`src/rtl/pcileech_tlp_rx_dw_serializer.sv`:
```
// Store-and-forward TLP serializer for the PCIe receive path.
// Buffers one whole TLP arriving as 64-bit beats, then replays it as a
// 32-bit DWORD stream with a last flag. Whole-TLP buffering allows
// configuration TLPs to be dropped on request and oversize TLPs to be
// discarded without the host ever seeing a partial packet.
//
// Ports:
//   clk, rst              clock, synchronous active-high reset
//   rx_data/keep/last/valid/ready   64-bit beat input (AXI-stream style)
//   dw_data/last/valid/ready        32-bit DWORD output stream
//   filter_cfg_en         drop CfgRd0/CfgWr0/CfgRd1/CfgWr1 TLPs when set
//   drop_count            saturating count of filtered TLPs
//   ovf_count             saturating count of oversize TLPs discarded
//   busy                  high whenever the FSM is not idle
//
// state   | meaning
// IDLE    | waiting for the first beat of a TLP
// FILL    | storing beats of the current TLP
// DRAIN   | replaying the buffered TLP as DWORDs, input stalled
// DISCARD | swallowing the rest of an oversize TLP
module pcileech_tlp_rx_dw_serializer #(
   parameter int MAX_BEATS = 18,
   parameter int CNT_W     = 16
) (
   input  logic             clk,
   input  logic             rst,
   input  logic [63:0]      rx_data,
   input  logic [7:0]       rx_keep,
   input  logic             rx_last,
   input  logic             rx_valid,
   output logic             rx_ready,
   output logic [31:0]      dw_data,
   output logic             dw_last,
   output logic             dw_valid,
   input  logic             dw_ready,
   input  logic             filter_cfg_en,
   output logic [CNT_W-1:0] drop_count,
   output logic [CNT_W-1:0] ovf_count,
   output logic             busy
);
   localparam int IDX_W = (MAX_BEATS > 1) ? $clog2(MAX_BEATS) : 1;
   localparam int TOT_W = $clog2(2 * MAX_BEATS + 1);

   typedef enum logic [1:0] {S_IDLE, S_FILL, S_DRAIN, S_DISCARD} state_t;

   state_t             state_q, state_d;
   logic [IDX_W-1:0]   idx_q, idx_d;
   logic [TOT_W-1:0]   dw_idx_q, dw_idx_d;
   logic [TOT_W-1:0]   total_q, total_d;
   logic [CNT_W-1:0]   drop_cnt_q, drop_cnt_d;
   logic [CNT_W-1:0]   ovf_cnt_q, ovf_cnt_d;
   logic [63:0]        buf_q [MAX_BEATS];

   logic               wr_en;
   logic [IDX_W-1:0]   wr_idx;
   logic               accept;
   logic [TOT_W-1:0]   last_beats;
   logic [TOT_W-1:0]   total_calc;
   logic [31:0]        hdr_dw0;
   logic               is_cfg;
   logic [IDX_W-1:0]   rd_idx;
   logic [63:0]        rd_beat;

   // State register
   always_ff @(posedge clk) begin
      if (rst) begin
         state_q    <= S_IDLE;
         idx_q      <= '0;
         dw_idx_q   <= '0;
         total_q    <= '0;
         drop_cnt_q <= '0;
         ovf_cnt_q  <= '0;
      end else begin
         state_q    <= state_d;
         idx_q      <= idx_d;
         dw_idx_q   <= dw_idx_d;
         total_q    <= total_d;
         drop_cnt_q <= drop_cnt_d;
         ovf_cnt_q  <= ovf_cnt_d;
      end
   end

   // Beat storage needs no reset: the FSM never reads a slot before writing it.
   always_ff @(posedge clk) begin
      if (wr_en) buf_q[wr_idx] <= rx_data;
   end

   // Next-state logic
   always_comb begin
      state_d    = state_q;
      idx_d      = idx_q;
      dw_idx_d   = dw_idx_q;
      total_d    = total_q;
      drop_cnt_d = drop_cnt_q;
      ovf_cnt_d  = ovf_cnt_q;
      wr_en      = 1'b0;
      wr_idx     = idx_q;

      accept = rx_valid && (state_q != S_DRAIN);

      // Beat count including the current (last) beat; a half beat trims one DWORD.
      last_beats = (state_q == S_FILL) ? TOT_W'(idx_q) + 1'b1 : TOT_W'(1);
      total_calc = {last_beats[TOT_W-2:0], 1'b0} - TOT_W'(rx_keep == 8'h0f);

      // For a single-beat TLP the header is still on the bus, not in the buffer.
      hdr_dw0 = (state_q == S_IDLE) ? rx_data[31:0] : buf_q[0][31:0];
      is_cfg  = filter_cfg_en && (hdr_dw0[28:25] == 4'b0010);

      case (state_q)
         S_IDLE, S_FILL: begin
            if (accept) begin
               wr_en  = 1'b1;
               wr_idx = (state_q == S_IDLE) ? '0 : idx_q;
               if (rx_last) begin
                  idx_d = '0;
                  if (is_cfg) begin
                     state_d = S_IDLE;
                     if (drop_cnt_q != '1) drop_cnt_d = drop_cnt_q + 1'b1;
                  end else begin
                     state_d  = S_DRAIN;
                     total_d  = total_calc;
                     dw_idx_d = '0;
                  end
               end else if (wr_idx == IDX_W'(MAX_BEATS - 1)) begin
                  state_d = S_DISCARD;
                  idx_d   = '0;
                  if (ovf_cnt_q != '1) ovf_cnt_d = ovf_cnt_q + 1'b1;
               end else begin
                  state_d = S_FILL;
                  idx_d   = wr_idx + 1'b1;
               end
            end
         end
         S_DISCARD: begin
            if (accept && rx_last) state_d = S_IDLE;
         end
         S_DRAIN: begin
            if (dw_ready) begin
               if (dw_idx_q == total_q - 1'b1) begin
                  state_d  = S_IDLE;
                  dw_idx_d = '0;
               end else begin
                  dw_idx_d = dw_idx_q + 1'b1;
               end
            end
         end
         default: state_d = S_IDLE;
      endcase
   end

   // Output logic
   always_comb begin
      rd_idx     = IDX_W'(dw_idx_q >> 1);
      rd_beat    = buf_q[rd_idx];
      rx_ready   = (state_q != S_DRAIN);
      dw_valid   = (state_q == S_DRAIN);
      dw_last    = (state_q == S_DRAIN) && (dw_idx_q == total_q - 1'b1);
      dw_data    = '0;
      if (state_q == S_DRAIN) dw_data = dw_idx_q[0] ? rd_beat[63:32] : rd_beat[31:0];
      busy       = (state_q != S_IDLE);
      drop_count = drop_cnt_q;
      ovf_count  = ovf_cnt_q;
   end
endmodule
```
`config.mk`:
```
export PLATFORM = sky130hd
export DESIGN_NAME = pcileech_tlp_rx_dw_serializer
export DESIGN_NICKNAME = d
export VERILOG_FILES = /design/src/rtl/pcileech_tlp_rx_dw_serializer.sv
export SDC_FILE = /design/constraint.sdc
export NUM_CORES = 1
export LEC_CHECK = 0
export CORE_ASPECT_RATIO = 0.75
export CORE_UTILIZATION = 61
export CTS_BUF_LIST = sky130_fd_sc_hd__clkbuf_16
export DETAILED_ROUTE_END_ITERATION = 6
export PLACE_DENSITY = 0.79
export SETUP_SLACK_MARGIN = 0.05
export SLEW_MARGIN = 20
export SYNTH_ARGS = -nofsm -noshare
export SYNTH_HDL_FRONTEND = slang
export SYNTH_SLANG_ARGS = --single-unit
```
`constraint.sdc`:
```
create_clock -name clk -period 6.3 [get_ports clk]
set_clock_uncertainty 0.15 [all_clocks]
set_input_delay 1.26 -clock clk [delete_from_list [all_inputs] [get_ports clk]]
set_output_delay 1.26 -clock clk [all_outputs]
set_load 0.05 [all_outputs]
```
==> qor.yml <==
setup_tns_ps: 0
via_per_inst: 6.69
rrSetupSlack_ps: 2830
nFillCells: 4628
hold_buffers: 0
fin_crit_ps: 5730
dpl-instance-area_sq_um: 50400
grt_pass1_wl_mm: 168
syn_inst: 2529
slowest_delay_ps: 1000
nNetsFinal: 2821
synth_area_leaders: "edfxtp_1, mux4_2, mux2i_1"
wl_met2_mm: 54.7
synth-seq-area-share: 0.755
cts.sinks: 1208
drt_iter0_drc: 3344
drcViolationCount: 0
gr-usage-all-layers: 0.297
synth-seq-cells: 1208
root_buffer: "clkbuf_16"
synthXorXnorAreaFrac: 0.00500
leakage_nw: 16.3
crit-reg2reg-launch: "state_q[1]"
cp_cell_sequence: "buf_4, mux4_2, mux2i_1, nor2_1, a2111oi_1, buf_4, a31oi_1, buf_4"
cts_tree: "yes"
slew_viol_final: 0
syn_nets: 2615
worstSetupStartpointType: "flip-flop"
h-tree-depth: 3
r2r_end: "buf_q[10][42]"
synth_adder_area_share: 0.00211
post_cts_resize_count: 0
final_antenna_net_count: 0
area_growth_pct: 13.5
synth-compound-area-share: 0.0480
synthDistinctLibCells: 68
path_class: "reg -> out"
yosysMostFrequentCell: "edfxtp_1"
clockBufferDepth: 3
cp_max_fo: 35
dr.pass1.iters: 6
hold_viol: 0
post_cts_buffers: 0
setup_violations: 0
end_kind: "output pin"
wl_per_cell_um: 29.7
clk_latency_ps: 690
r2r_cells: 5
route.final.wire_length_mm: 115
yosys-top-cells-count: "edfxtp_1, mux2i_1, mux4_2, a21oi_1, nor2_1"
grt_pass1_vias: 25900
synthSimpleGateAreaFrac: 0.0359
rows: 88
period_share: 0.910
clkTransAtPathRegs_ps: 60
max_freq_mhz: 174
vias: 25900
drv_cap: 0
power_density_nw_per_um2: 298
core_area_sq_um: 76900
die_w_um: 324
syn_area_sq_um: 47300
ios: 146
synth_ff_type: "edfxtp_1"
numCtsBuffers: 107
grt_max_degree: 115
overflow: 0
peakVddDrop_mv: 0.276
wl_met3_mm: 13.8
die-area_sq_um: 78700
synth_top_area_frac: 0.731
portBuffers: 145
synth_mux_area_frac: 0.141
synth_top_family_by_area: "multiplexers"
initial_core_util: 0.616
final_cell_area_sq_um: 53700
crit_top_cell: "buf_4"
max_slew_margin: 0.232
drive_gt1_frac: 0.181
synth_warnings: 0
arrival_ps: 4320
rsz0062_at_grt: "no"
syn_avg_cell_area_sq_um: 18.7
status: "finished, final reports clean"
globalplace.congestion: 0.810
critical_path_required_ps: 4890
crit_slowest_cell: "a2111oi_1"
worst_slew_pin_slew_ps: 1150
dp_hpwl_mm: 64.1
synth_edf_count: 1152
async_flop_share: 0
min_path_type: "reg -> reg"
antenna_found_initial: 9
top_layer: "met5"
met1_length_mm: 42.9
synth.largest_area_cell: "edfxtp_1"
crit_path_end: "dw_data[3]"
die_h_um: 243
through the flow:
stage	setup slack [ps]	hold WS [ps]	utilization	power [mW]	cells
after floorplan	934	333	-	9.53	2529
after global placement	1030	333	0.656	9.95	3661
after detailed placement	1310	338	0.656	9.98	3661
after CTS	483	349	0.699	16.0	3861
after global routing	450	363	0.699	16.4	3865
final	565	355	0.699	16.0	3866
power by group:
part	switching (mW)	internal, mW	total (mW)
Combinational	0.618	0.329	0.947
Sequential	0.0386	8.84	8.88
Clock	2.85	3.34	6.19
layer usage:
layer  track usage  vias up
li1              -    10700
met1         0.424    13200
met2         0.465     1693
met3        0.0616      264
met4        0.0905        8
met5             0        -
final cells by class:
class / instances / area [sq um] / area share
inverter: 14 / 52.6 / 0.000978
multi-input combinational: 1171 / 11100 / 0.207
timing repair buffer: 233 / 2230 / 0.0416
antenna: 5 / 12.5 / 0.000233
clock inverter: 93 / 633 / 0.0118
sequential: 1208 / 35700 / 0.665
tap: 1035 / 1290 / 0.0241
clock buffer: 107 / 2680 / 0.0498
layout by cell type (no fill, tap or decap), types with 14 or more instances in the layout:
master | synthesis | routed
nor2_1 | 95 | 76
mux2i_1 | 237 | 237
a2111oi_0 | 17 | 15
a21oi_1 | 111 | 111
nand3_1 | 55 | 55
nand2_1 | 64 | 64
xnor2_1 | 14 | 14
nor2b_1 | 32 | 29
a22oi_1 | 51 | 51
clkinv_1 | 2 | 28
mux4_2 | 169 | 169
a31oi_1 | 25 | 25
o21ai_0 | 52 | 52
edfxtp_1 | 1152 | 1152
nor2_4 | 0 | 18
inv_1 | 12 | 41
a22o_1 | 14 | 14
clkdlybuf4s50_1 | 0 | 113
a211oi_1 | 38 | 38
buf_12 | 0 | 15
clkinv_2 | 0 | 20
mux2_2 | 42 | 42
buf_4 | 11 | 101
dfxtp_1 | 56 | 52
clkbuf_16 | 0 | 107
how the worst min path moves through the flow:
stage,start,endpoint,slack (ps),cells after the start
floorplan,total_q[3],total_q[3],330,2
global placement,ovf_count[12],ovf_count[12],330,2
detailed placement,drop_count[5],drop_count[5],340,2
CTS,drop_count[5],drop_count[5],350,2
global route,drop_count[5],drop_count[5],360,2
finish,drop_count[5],drop_count[5],350,2
critical path, delay by kind of cell (launching register included):
family          cells  cell delay [ps]
compound gates      2             1070
buf+inv             3              900
flops               1              850
mux                 2              720
simple gates        1               80
logic make-up (layout without fill, tap and decap cells):
kind of cell    count (synthesis)  after routing
flops                        1208           1208
mux                           448            448
compound gates                352            352
simple gates                  336            336
buf+inv                       150            447
xor+xnor                       27             27
fa+ha+maj                       8              8
other cells                     0              5
registers in the layout, summed over array words and instances, names as in the netlist, named ones only:
| signal | cells |
|---|---|
| buf_q | 1152 |
| drop_count | 16 |
| dw_idx_q | 6 |
| idx_q | 5 |
| ovf_count | 16 |
| state_q | 2 |
| total_q | 6 |
Note: power is estimated with default switching activity, not from simulation.
